File: src/rtl/uart_rx_async.sv
// UART receiver: 2-flop synchronized rx, 16x oversampled majority vote, 7/8 data bits,
// optional parity, delivered to a holding register or as an active-low FIFO write strobe.
module uart_rx_async #(
  parameter int RX_FIFO = 0
) (
  input  logic       clk,
  input  logic       reset,
  input  logic       baud_clock,
  input  logic       rx,
  input  logic       bit8,
  input  logic       parity_en,
  input  logic       odd_n_even,
  input  logic       read_rx_byte,
  input  logic       fifo_full,
  output logic [7:0] rx_byte,
  output logic       rx_rdy,
  output logic       parity_err,
  output logic       framing_err,
  output logic       overflow,
  output logic       fifo_write_rx
);

  localparam bit fifo_mode = (RX_FIFO != 0);

  typedef enum logic [2:0] {
    rx_idle,
    rx_start,
    rx_data,
    rx_parity,
    rx_stop
  } state_e;

  state_e      state_q, state_d;
  logic        rx_meta_q, rx_s_q;
  logic        rx_prev_q, rx_prev_d;
  logic [3:0]  samp_cnt_q, samp_cnt_d;
  logic [2:0]  bit_cnt_q, bit_cnt_d;
  logic [7:0]  shift_q, shift_d;
  logic        par_q, par_d;
  logic        par_err_q, par_err_d;
  logic        s6_q, s6_d;
  logic        s7_q, s7_d;
  logic [7:0]  rx_byte_q, rx_byte_d;
  logic        rx_rdy_q, rx_rdy_d;
  logic        parity_err_q, parity_err_d;
  logic        framing_err_q, framing_err_d;
  logic        overflow_q, overflow_d;
  logic        fifo_write_rx_q, fifo_write_rx_d;

  logic        vote;
  logic        mid;
  logic        wrap;
  logic        last_bit;
  logic [7:0]  new_byte;
  logic        deliver;

  assign vote     = (s6_q & s7_q) | (s6_q & rx_s_q) | (s7_q & rx_s_q);
  assign mid      = (samp_cnt_q == 4'd8);
  assign wrap     = (samp_cnt_q == 4'd15);
  assign last_bit = (bit_cnt_q == (bit8 ? 3'd7 : 3'd6));
  // Bits shift in at the top, so a 7-bit character sits in shift_q[7:1].
  assign new_byte = bit8 ? shift_q : {1'b0, shift_q[7:1]};

  always_comb begin
    // NOTE: every variable gets its default first so no path leaves it unassigned (no latches).
    state_d         = state_q;
    rx_prev_d       = rx_prev_q;
    samp_cnt_d      = samp_cnt_q;
    bit_cnt_d       = bit_cnt_q;
    shift_d         = shift_q;
    par_d           = par_q;
    par_err_d       = par_err_q;
    s6_d            = s6_q;
    s7_d            = s7_q;
    rx_byte_d       = rx_byte_q;
    rx_rdy_d        = rx_rdy_q;
    parity_err_d    = parity_err_q;
    framing_err_d   = framing_err_q;
    overflow_d      = overflow_q;
    fifo_write_rx_d = 1'b1;
    deliver         = 1'b0;

    if (baud_clock) begin
      rx_prev_d = rx_s_q;
      if (state_q != rx_idle) samp_cnt_d = samp_cnt_q + 4'd1;
      if (samp_cnt_q == 4'd6) s6_d = rx_s_q;
      if (samp_cnt_q == 4'd7) s7_d = rx_s_q;

      unique case (state_q)
        rx_idle: begin
          // Edge between ticks only: a line held low never restarts reception.
          if (rx_prev_q && !rx_s_q) begin
            state_d    = rx_start;
            samp_cnt_d = 4'd0;
            bit_cnt_d  = 3'd0;
            shift_d    = 8'h00;
            par_d      = 1'b0;
            par_err_d  = 1'b0;
          end
        end
        rx_start: begin
          if (mid && vote)  state_d = rx_idle;
          else if (wrap)    state_d = rx_data;
        end
        rx_data: begin
          if (mid) begin
            shift_d = {vote, shift_q[7:1]};
            par_d   = par_q ^ vote;
          end
          if (wrap) begin
            bit_cnt_d = bit_cnt_q + 3'd1;
            if (last_bit) state_d = parity_en ? rx_parity : rx_stop;
          end
        end
        rx_parity: begin
          if (mid)  par_err_d = (vote != (odd_n_even ^ par_q));
          if (wrap) state_d = rx_stop;
        end
        rx_stop: begin
          if (mid) begin
            deliver = 1'b1;
            state_d = rx_idle;
          end
        end
        default: state_d = rx_idle;
      endcase
    end

    if (read_rx_byte) begin
      rx_rdy_d   = 1'b0;
      overflow_d = 1'b0;
    end

    if (deliver) begin
      if (fifo_mode ? !fifo_full : (!rx_rdy_q || read_rx_byte)) begin
        rx_byte_d     = new_byte;
        parity_err_d  = par_err_q;
        framing_err_d = !vote;
        if (fifo_mode) fifo_write_rx_d = 1'b0;
        else           rx_rdy_d        = 1'b1;
      end else begin
        overflow_d = 1'b1;
      end
    end

    if (fifo_mode) rx_rdy_d = 1'b0;
  end

  // NOTE: sequential state uses non-blocking assignments so all flops update together.
  always_ff @(posedge clk) begin
    if (reset) begin
      rx_meta_q       <= 1'b1;
      rx_s_q          <= 1'b1;
      rx_prev_q       <= 1'b1;
      state_q         <= rx_idle;
      samp_cnt_q      <= 4'd0;
      bit_cnt_q       <= 3'd0;
      shift_q         <= 8'h00;
      par_q           <= 1'b0;
      par_err_q       <= 1'b0;
      s6_q            <= 1'b1;
      s7_q            <= 1'b1;
      rx_byte_q       <= 8'h00;
      rx_rdy_q        <= 1'b0;
      parity_err_q    <= 1'b0;
      framing_err_q   <= 1'b0;
      overflow_q      <= 1'b0;
      fifo_write_rx_q <= 1'b1;
    end else begin
      rx_meta_q       <= rx;
      rx_s_q          <= rx_meta_q;
      rx_prev_q       <= rx_prev_d;
      state_q         <= state_d;
      samp_cnt_q      <= samp_cnt_d;
      bit_cnt_q       <= bit_cnt_d;
      shift_q         <= shift_d;
      par_q           <= par_d;
      par_err_q       <= par_err_d;
      s6_q            <= s6_d;
      s7_q            <= s7_d;
      rx_byte_q       <= rx_byte_d;
      rx_rdy_q        <= rx_rdy_d;
      parity_err_q    <= parity_err_d;
      framing_err_q   <= framing_err_d;
      overflow_q      <= overflow_d;
      fifo_write_rx_q <= fifo_write_rx_d;
    end
  end

  assign rx_byte       = rx_byte_q;
  assign rx_rdy        = rx_rdy_q;
  assign parity_err    = parity_err_q;
  assign framing_err   = framing_err_q;
  assign overflow      = overflow_q;
  assign fifo_write_rx = fifo_write_rx_q;

endmodule

File: config.mk
export PLATFORM = sky130hd
export DESIGN_NAME = uart_rx_async
export DESIGN_NICKNAME = d
export VERILOG_FILES = /design/src/rtl/uart_rx_async.sv
export SDC_FILE = /design/constraint.sdc
export NUM_CORES = 1
export LEC_CHECK = 0
export BUFFER_PORTS_ARGS = -buffer_cell sky130_fd_sc_hd__buf_2
export CORE_MARGIN = 4
export CORE_UTILIZATION = 30
export DETAILED_ROUTE_END_ITERATION = 10
export GPL_TIMING_DRIVEN = 0
export PLACE_DENSITY_LB_ADDON = 0.2
export RECOVER_POWER = 100
export SLEW_MARGIN = 20
export SYNTH_ARGS = -nofsm -noshare
export SYNTH_HDL_FRONTEND = slang
export SYNTH_SLANG_ARGS = --single-unit
File: constraint.sdc
create_clock -name clk -period 2 [get_ports clk]
set_input_delay 0.1 -clock clk [delete_from_list [all_inputs] [get_ports clk]]
set_output_delay 0.1 -clock clk [all_outputs]
set_load 0.02 [all_outputs]
==> results.yml, run 1 <==
clock_network:
  post_cts_buffers: 0
  path_clk_slew_ns: 0.07
  cts_root_buffer: "clkbuf_8"
  cts_resized: 0
  cts_tree: "done"
  numCtsBuffers: 5
  cts.sinks: 37
  worstSkewPairLatency_ns: 0.28
  clockBufferDepth: 2
  htreeDepth: 2
worst_setup_path:
  path_class: "reg -> reg"
  rr_endpoint: "state_q[0]"
  cp-start-kind: "register"
  critPathRequiredTime_ns: 2.19
  cp_max_fo: 4
  end_kind: "register"
  crit_chain: "inv_1 -> ha_1 -> and4b_1 -> o31ai_1 -> nor2_1 -> o32ai_1"
  crit_slowest_cell: "o31ai_1"
  ff2ff_setup_slack_ns: 0.21
  critPathBufInv: 1
  reg2regPathDepth: 6
  cp_data_arrival_time_ns: 1.99
  cpPeakStageDelay_ns: 0.43
  crit-reg2reg-launch: "samp_cnt_q[0]"
  cp_top_family: "compound AO/OA/AOI/OAI gates"
power:
  p_leak_nw: 0.743
  p_per_area_nw_per_um2: 704
  max-vdd-ir-drop_v: 0.000455
  totalPowerFinal_mw: 1.48
yosys:
  ys_seq_area_frac: 0.405
  synth_edf_count: 0
  syn_nets: 226
  async_reset_ff_frac: 0
  syn_area_um2: 1830
  syn_inst: 213
  synthDistinctLibCells: 50
  ys_ff_latch: 37
  yosysWarnings: 0
  ys.flop_type: "dfxtp_1"
  avgSynthCellArea_um2: 8.59
timing:
  final_max_slew_viol_count: 0
  hold_violations: 0
  max_clock_freq_mhz: 558
  setup_tns_ns: 0
  fin_crit_ns: 1.79
  slew_headroom: 0.607
  rsz0062_at_grt: "false"
  whs_ns: 0.0971
  min_period_over_period: 0.896
  setup_violations: 0
  max_slew.worst_pin.slew_ns: 0.587
  finalClockSkew_ns: 0.00903
detailed_routing:
  ant_nets: 0
  drt_iter0_drc: 74
  vias_per_cell: 4.91
  dr.pass1.iters: 5
  drc_errors: 0
  drt_wl_total_um: 4120
  routedWlPerCell_um: 13.2
  route.vias.total: 1536
global_route:
  grt.overflow.total: 0
  top_usage_layer: "met2"
  antenna_found_initial: 0
  met1_usage: 0.158
  grt_usage: 0.118
  grt_max_degree: 12
  use_met2: 0.186
  grt_pass1_vias: 1462
  grt_util_met3: 0.0231
  grt_pass1_wl_um: 7020
floorplanning:
  die_area_um2: 7420
  io_pins: 22
  core_area_um2: 5920
  fp-row-count: 28
  start_util: 0.309
  die_h_um: 86.1
  die_w_um: 86.1
min_path:
  hp-start: "baud_clock"
  hold-path-endpoint: "rx_prev_q"
  min_path_cells: 2
  min_path_type: "in -> reg"
cells_and_area:
  antennaDiodeCount: 0
  nFillCells: 643
  regArea_um2: 741
  multi_input_area_um2: 987
  final_layout_size_suffix_gt1_frac: 0.126
  syn_to_final_growth_pct: 15.2
  layout.cells.non_filler: 313
  final_nets: 251
placed_design:
  io_buffer_count: 16
  placedCellCount: 304
  hpwl_um: 3020
  place_congestion: 0.755
run:
  cap_violations: 0
run_status:
  status: "finished clean"
kinds of logic (layout without fill, tap and decap cells):
kind of cell / Yosys count / count (layout) / synth area share
simple gates: 77 / 77 / 0.230
compound gates: 61 / 61 / 0.202
flops: 37 / 37 / 0.405
buf+inv: 19 / 44 / 0.0561
mux: 8 / 8 / 0.0485
fa+ha+maj: 5 / 5 / 0.0328
xor+xnor: 5 / 5 / 0.0239
other cells: 1 / 1 / 0.00205
cells in the mapped netlist, drive strengths merged (4+ instances only):
| master | count | area [um2] |
|---|---|---|
| inv | 6 | 22.5 |
| nand3 | 10 | 55.1 |
| or4 | 4 | 30.0 |
| a21oi | 26 | 130 |
| nor3b | 4 | 30.0 |
| nand2 | 28 | 105 |
| ha | 4 | 50.1 |
| nor2 | 9 | 33.8 |
| xor2 | 4 | 35.0 |
| mux2 | 7 | 78.8 |
| o21ai | 14 | 70.1 |
| dfxtp | 37 | 741 |
| buf | 11 | 72.6 |
| o31ai | 5 | 37.5 |
metrics by stage:
stage / util / area [um2] / setup slack, ns
after floorplan: - / 1830 / 0.428
after global placement: 0.339 / 2000 / 0.207
after detailed placement: 0.339 / 2000 / 0.225
after CTS: 0.359 / 2130 / 0.218
after global routing: 0.356 / 2110 / 0.0114
final: 0.356 / 2110 / 0.209
how the worst max path moves through the flow:
stage | from | endpoint | slack (ns) | cells past startpoint
global route | rx_s_q | shift_q[3] | 0.01 | 5
global placement | samp_cnt_q[0] | rx_byte[7] | 0.21 | 6
finish | samp_cnt_q[0] | state_q[0] | 0.21 | 6
detailed placement | samp_cnt_q[0] | rx_byte[6] | 0.23 | 6
floorplan | samp_cnt_q[0] | state_q[0] | 0.43 | 6
CTS | samp_cnt_q[0] | rx_byte[6] | 0.22 | 6
timing repair:
action | CTS | global route
endpoints found under the hold margin | 2 | 0
setup endpoints to repair | 0 | 0
hold buffers | 2 | 0
placed cells by master (no fill, tap or decap), drive strengths merged, types with 4 or more instances in the layout:
cell type / instances
dfxtp: 37
nand2: 28
a21oi: 26
clkbuf: 22
o21ai: 14
buf: 12
nand3: 10
nor2: 9
mux2: 7
inv: 6
o31ai: 5
nor3b: 4
xor2: 4
or4: 4
ha: 4
flip-flops by register name, indices dropped and copies added, names as in the netlist, 3 cells and up:
signal,cells
state_q,3
samp_cnt_q,4
bit_cnt_q,3
rx_byte,8
shift_q,8
worst reg2reg max path, stage by stage, from the launching register on:
cell and delay, ns:
dfxtp_1 0.38, inv_1 0.10, ha_1 0.23, and4b_1 0.28
o31ai_1 0.43, nor2_1 0.09, o32ai_1 0.21
per-layer routing:
metal  share of wire  vias up
li1                -      802
met1            0.50      710
met2            0.46       22
met3           0.034        2
met4           0.012        0
met5               0        -
power breakdown:
| part | switching (mW) | internal (mW) |
|---|---|---|
| Clock | 0.263 | 0.363 |
| Combinational | 0.0650 | 0.0443 |
| Sequential | 0.00622 | 0.744 |
layout make-up:
| class | instances | share of cell area |
|---|---|---|
| Buffer | 13 | 0.0356 |
| Clock buffer | 5 | 0.0326 |
| Clock inverter | 2 | 0.0166 |
| Inverter | 6 | 0.0107 |
| Multi-Input combinational cell | 157 | 0.468 |
| Sequential cell | 37 | 0.351 |
| Tap cell | 75 | 0.0445 |
| Timing Repair Buffer | 18 | 0.0404 |
No activity file was read; power rests on OpenSTA's default activity.
==> run 2, diff against run 1 <==
--- a/config.mk
+++ b/config.mk
@@ -7,2 +7,3 @@
 export LEC_CHECK = 0
+export ABC_AREA = 1
 export BUFFER_PORTS_ARGS = -buffer_cell sky130_fd_sc_hd__buf_2
@@ -10,2 +11,3 @@
 export CORE_UTILIZATION = 30
+export CTS_CLUSTER_DIAMETER = 60
 export DETAILED_ROUTE_END_ITERATION = 10
==> constraint.sdc (replaced) <==
create_clock -name clk -period 2 [get_ports clk]
set_input_delay 0.6 -clock clk [delete_from_list [all_inputs] [get_ports clk]]
set_output_delay 0.6 -clock clk [all_outputs]
set_load 0.02 [all_outputs]
==> results.yml, run 2 <==
power:
  p_switching_mw: 0.989
  p_seq_frac: 0.401
  power_frac_comb: 0.384
  pwr-share-clk: 0.215
  max-vdd-ir-drop_v: 0.000471
  intPower_mw: 1.43
  p_per_area_nw_per_um2: 1170
  swShare: 0.409
  totalPowerFinal_mw: 2.42
  p_leak_nw: 0.925
yosys:
  avgSynthCellArea_um2: 6.84
  synth_commonest_cells: "nand2_1 (53), nor2_1 (50), dfxtp_1 (37), inv_1 (26), o21ai_0 (23)"
  syn_area_um2: 1830
  synthDistinctLibCells: 29
  synthMuxAreaShare: 0
  synth_area_leaders: "dfxtp_1 (41%), nand2_1 (11%), nor2_1 (10%), o21ai_0 (6.3%), inv_1 (5.3%)"
  synth_compound_area_frac: 0.136
  yosysWarnings: 0
  synth-xor-area-share: 0.0144
  ys_seq_area_frac: 0.405
  synth_top_area_frac: 0.405
  synth_edf_count: 0
  synth_simple_gate_area_frac: 0.329
  synth_top_area_cell: "dfxtp_1"
  synth_top_family_by_area: "simple AND/OR/NAND/NOR gates"
  ys_ff_latch: 37
  syn_nets: 280
  async_reset_ff_frac: 0
  syn_inst: 267
  ys.flop_type: "dfxtp_1"
  synth_fa_ha_area_frac: 0.0274
  yosysMostFrequentCell: "nand2_1"
clock_network:
  cts.sinks: 37
  worstSkewPairLatency_ns: 0.29
  cts_resized: 0
  path_clk_slew_ns: 0.08
  htreeDepth: 2
  clockBufferDepth: 2
  cts_root_buffer: "clkbuf_8"
  numCtsBuffers: 5
  cts_tree: "done"
  post_cts_buffers: 0
  holdBufCountCts: 0
cells_and_area:
  fin_util: 0.349
  syn_to_final_growth_pct: 13.0
  final_layout_size_suffix_gt1_frac: 0.0986
  layout.cells.non_filler: 369
  layout_commonest_cell: "nand2_1"
  nFillCells: 653
  fin_area_um2: 2060
  regArea_um2: 741
  multi_input_area_um2: 918
  final_nets: 306
  antennaDiodeCount: 0
  final_cell_mix: "nand2_1 (55), nor2_1 (51), dfxtp_1 (37), inv_1 (26), o21ai_0 (23)"
timing:
  setup_violations: 0
  max_slew.worst_pin.slew_ns: 0.511
  final_max_slew_viol_count: 0
  min_period_over_period: 0.871
  rsz0062_at_grt: "false"
  fin_crit_ns: 1.74
  setup_tns_ns: 0
  slew_headroom: 0.659
  max_clock_freq_mhz: 574
  hold_violations: 0
  finalClockSkew_ns: 0.00381
worst_setup_path:
  cp_top_family: "simple AND/OR/NAND/NOR gates"
  crit_slowest_cell: "clkbuf_1"
  crit_chain: "nor2_1 -> nand2_1 -> o21ai_0 -> clkbuf_1 -> nor3_1"
  cpPeakStageDelay_ns: 0.44
  cp_data_arrival_time_ns: 1.90
  critPathRequiredTime_ns: 2.16
  path_class: "reg -> reg"
  end_kind: "register"
  cp-start-kind: "register"
  critPathBufInv: 1
  cp_max_fo: 10
placed_design:
  hpwl_um: 3180
  placedCellCount: 361
  place_congestion: 0.787
  placed_area_um2: 2020
  io_buffer_count: 19
global_route:
  grt_pass1_vias: 1518
  grt.overflow.total: 0
  antenna_found_initial: 0
  grt_max_degree: 12
  grt_usage: 0.117
  grt_pass1_wl_um: 7000
floorplanning:
  fp-row-count: 28
  core_area_um2: 5920
  io_pins: 22
  die_area_um2: 7400
  start_util: 0.309
  die_h_um: 86.0
  die_w_um: 86.0
detailed_routing:
  routedWlPerCell_um: 11.3
  dr.pass1.iters: 4
  drt_iter0_drc: 47
  vias_per_cell: 4.54
  drt_wl_total_um: 4170
  ant_nets: 0
  drc_errors: 0
  route.vias.total: 1675
run_status:
  status: "finished clean"
run:
  cap_violations: 0
min_path:
  min_path_type: "reg -> reg"
run 2: cell count changes in the layout (fill, tap and decap cells not counted), moves of 4 or more:
cell	change
o31ai_1	-5
nand2_1	+27
a21oi_1	-11
nand3_1	+6
inv_1	+20
nor2_1	+42
or4_1	-4
inv_2	+4
nor3b_1	-4
o21ai_0	+9
o21ai_1	+7
mux2_2	-7
run 2: final timing paths:
kind | start | end | slack (ns) | depth (start not counted)
worst min register to register | rx_meta_q | rx_s_q | 0.42 | 1
worst max register to register | state_q[1] | shift_q[0] | 0.26 | 5
worst max-delay path | state_q[1] | shift_q[0] | 0.26 | 5
worst min-delay path | rx_meta_q | rx_s_q | 0.42 | 1
run 2: kinds of logic after synthesis:
| group | after synthesis |
|---|---|
| buffers and inverters | 37 |
| XOR/XNOR | 3 |
| other | 1 |
| AO/OA/AOI/OAI | 48 |
| adder cells (fa/ha/maj) | 4 |
| flip-flops | 37 |
| AND/OR/NAND/NOR | 137 |
run 2: per-stage QoR:
stage,setup WS (ns),hold slack (ns)
after floorplan,0.612,0.389
after detailed placement,0.299,0.402
after global placement,0.313,0.392
after global routing,0.0668,0.439
after CTS,0.291,0.421
final,0.259,0.418
run 2: layout make-up:
cell class	instances	share of cell area
clock buffer	6	0.0352
multi-input combinational	193	0.445
timing repair buffer	19	0.0376
clock inverter	2	0.00485
sequential	37	0.359
tap	75	0.0455
buffer	7	0.0188
inverter	30	0.0545
run 2: routing by layer:
metal / part of all wire / up-vias / track usage
met1: 0.51 / 752 / 0.157
met4: 0.012 / 0 / 0.0345
met3: 0.031 / 4 / 0.0279
met2: 0.45 / 21 / 0.186
met5: 0 / - / 0
li1: - / 898 / -
run 2: power by group through the flow:
stage / Clock, mW / Sequential, mW / Combinational, mW
finish: 0.519 / 0.971 / 0.929
CTS: 0.530 / 0.974 / 0.963
global route: 0.566 / 0.991 / 1.07
floorplan: 0 / 0.964 / 0.778
global placement: 0 / 0.988 / 0.948
detailed placement: 0 / 0.992 / 0.958
==> run 3, diff against run 2 <==
Settings changed: BUFFER_PORTS_ARGS -buffer_cell sky130_fd_sc_hd__buf_2 to -buffer_cell sky130_fd_sc_hd__buf_4.
==> results.yml, run 3 (synthesis results as in run 2) <==
cells_and_area:
  layout_commonest_cell: "nand2_1"
  final_layout_size_suffix_gt1_frac: 0.106
  fin_area_um2: 2100
  nFillCells: 664
  antennaDiodeCount: 0
  multi_input_area_um2: 923
  syn_to_final_growth_pct: 14.8
  layout.cells.non_filler: 368
  regArea_um2: 741
  final_cell_mix: "nand2_1 (55), nor2_1 (51), dfxtp_1 (37), inv_1 (27), o21ai_0 (24)"
  final_nets: 306
placed_design:
  placed_area_um2: 2060
  hpwl_um: 3090
  place_congestion: 0.832
  placedCellCount: 361
  io_buffer_count: 19
  pre_cts_slack_ns: 0.337
floorplanning:
  die_area_um2: 7400
  die_h_um: 86.0
  die_w_um: 86.0
  fp-row-count: 28
  start_util: 0.309
  io_pins: 22
  core_area_um2: 5920
detailed_routing:
  routedWlPerCell_um: 11.1
  ant_nets: 0
  drc_errors: 0
  vias_per_cell: 4.57
  dr.pass1.iters: 6
  route.vias.total: 1680
  drt_iter0_drc: 107
  drt_wl_total_um: 4070
worst_setup_path:
  path_class: "reg -> reg"
  cp_data_arrival_time_ns: 1.90
  critPathRequiredTime_ns: 2.17
  end_kind: "register"
  cp_max_fo: 6
  cp-start-kind: "register"
timing:
  slew_headroom: 0.629
  max_slew.worst_pin.slew_ns: 0.550
  max_clock_freq_mhz: 578
  setup_violations: 0
  min_period_over_period: 0.865
  whs_ns: 0.410
  final_max_slew_viol_count: 0
  setup_tns_ns: 0
  hold_violations: 0
  rsz0062_at_grt: "false"
  setup_slack_ns: 0.270
  finalClockSkew_ns: 0.00849
  fin_crit_ns: 1.73
run:
  cap_violations: 0
clock_network:
  holdBufCountCts: 0
  path_clk_slew_ns: 0.07
  clockBufferDepth: 2
  cts.sinks: 37
  post_cts_buffers: 0
  cts_resized: 0
  worstSkewPairLatency_ns: 0.29
  numCtsBuffers: 5
  cts_root_buffer: "clkbuf_8"
  cts_tree: "done"
  htreeDepth: 2
global_route:
  grt_pass1_vias: 1476
  antenna_found_initial: 0
  grt_usage: 0.116
  grt_pass1_wl_um: 6820
  grt.overflow.total: 0
  grt_max_degree: 12
run_status:
  status: "finished clean"
min_path:
  min_path_type: "reg -> reg"
power:
  p_per_area_nw_per_um2: 1160
  max-vdd-ir-drop_v: 0.000394
  p_leak_nw: 0.937
-- run 3: cell types whose count changed in the layout (fill, tap and decap cells not counted) --
cell        delta
clkbuf_4       +1
clkbuf_1       -3
buf_4          +6
inv_1          +1
nor3_2         +1
o21ai_0        +1
o21ai_1        -1
inv_2          -1
buf_2          -5
clkinv_2       -2
clkbuf_8       +1
clkinvlp_4     +1
nor3_1         -1
-- run 3: critical path, stage by stage, from the launching register on --
cell	delay [ns]
dfxtp_1	0.40
ha_1	0.25
nand3_2	0.15
o21ai_0	0.50
nand2_1	0.15
nor2_1	0.11
nor3_1	0.05
-- run 3: power breakdown --
part | switching (mW) | internal (mW)
Clock | 0.267 | 0.273
Combinational | 0.596 | 0.332
Sequential | 0.112 | 0.859
-- run 3: worst paths after layout --
check | startpoint | to | slack, ns | depth (start not counted)
setup / recovery | samp_cnt_q[1] | bit_cnt_q[1] | 0.27 | 6
hold / removal | rx_meta_q | rx_s_q | 0.41 | 1
setup reg to reg | samp_cnt_q[1] | bit_cnt_q[1] | 0.27 | 6
hold reg to reg | rx_meta_q | rx_s_q | 0.41 | 1
-- run 3: per-layer routing --
| metal | wire length [um] | GRT usage | part of all wire | vias up |
|---|---|---|---|---|
| met5 | 0 | 0 | 0 | - |
| met4 | 80 | 0.0518 | 0.020 | 0 |
| met3 | 118 | 0.0259 | 0.029 | 4 |
| met2 | 1760 | 0.171 | 0.43 | 27 |
| met1 | 2120 | 0.161 | 0.52 | 753 |
| li1 | - | - | - | 896 |
-- run 3: layout make-up --
cell class / count / share of cell area
Multi-Input combinational cell: 193 / 0.440
Inverter: 30 / 0.0537
Clock buffer: 6 / 0.0394
Buffer: 7 / 0.0203
Clock inverter: 1 / 0.00358
Tap cell: 75 / 0.0447
Sequential cell: 37 / 0.353
Timing Repair Buffer: 19 / 0.0447
-- run 3: through the flow --
step | power, mW | util
after floorplan | 1.74 | -
after global placement | 1.94 | 0.348
after detailed placement | 1.94 | 0.348
after CTS | 2.48 | 0.364
after global routing | 2.65 | 0.354
final | 2.44 | 0.354
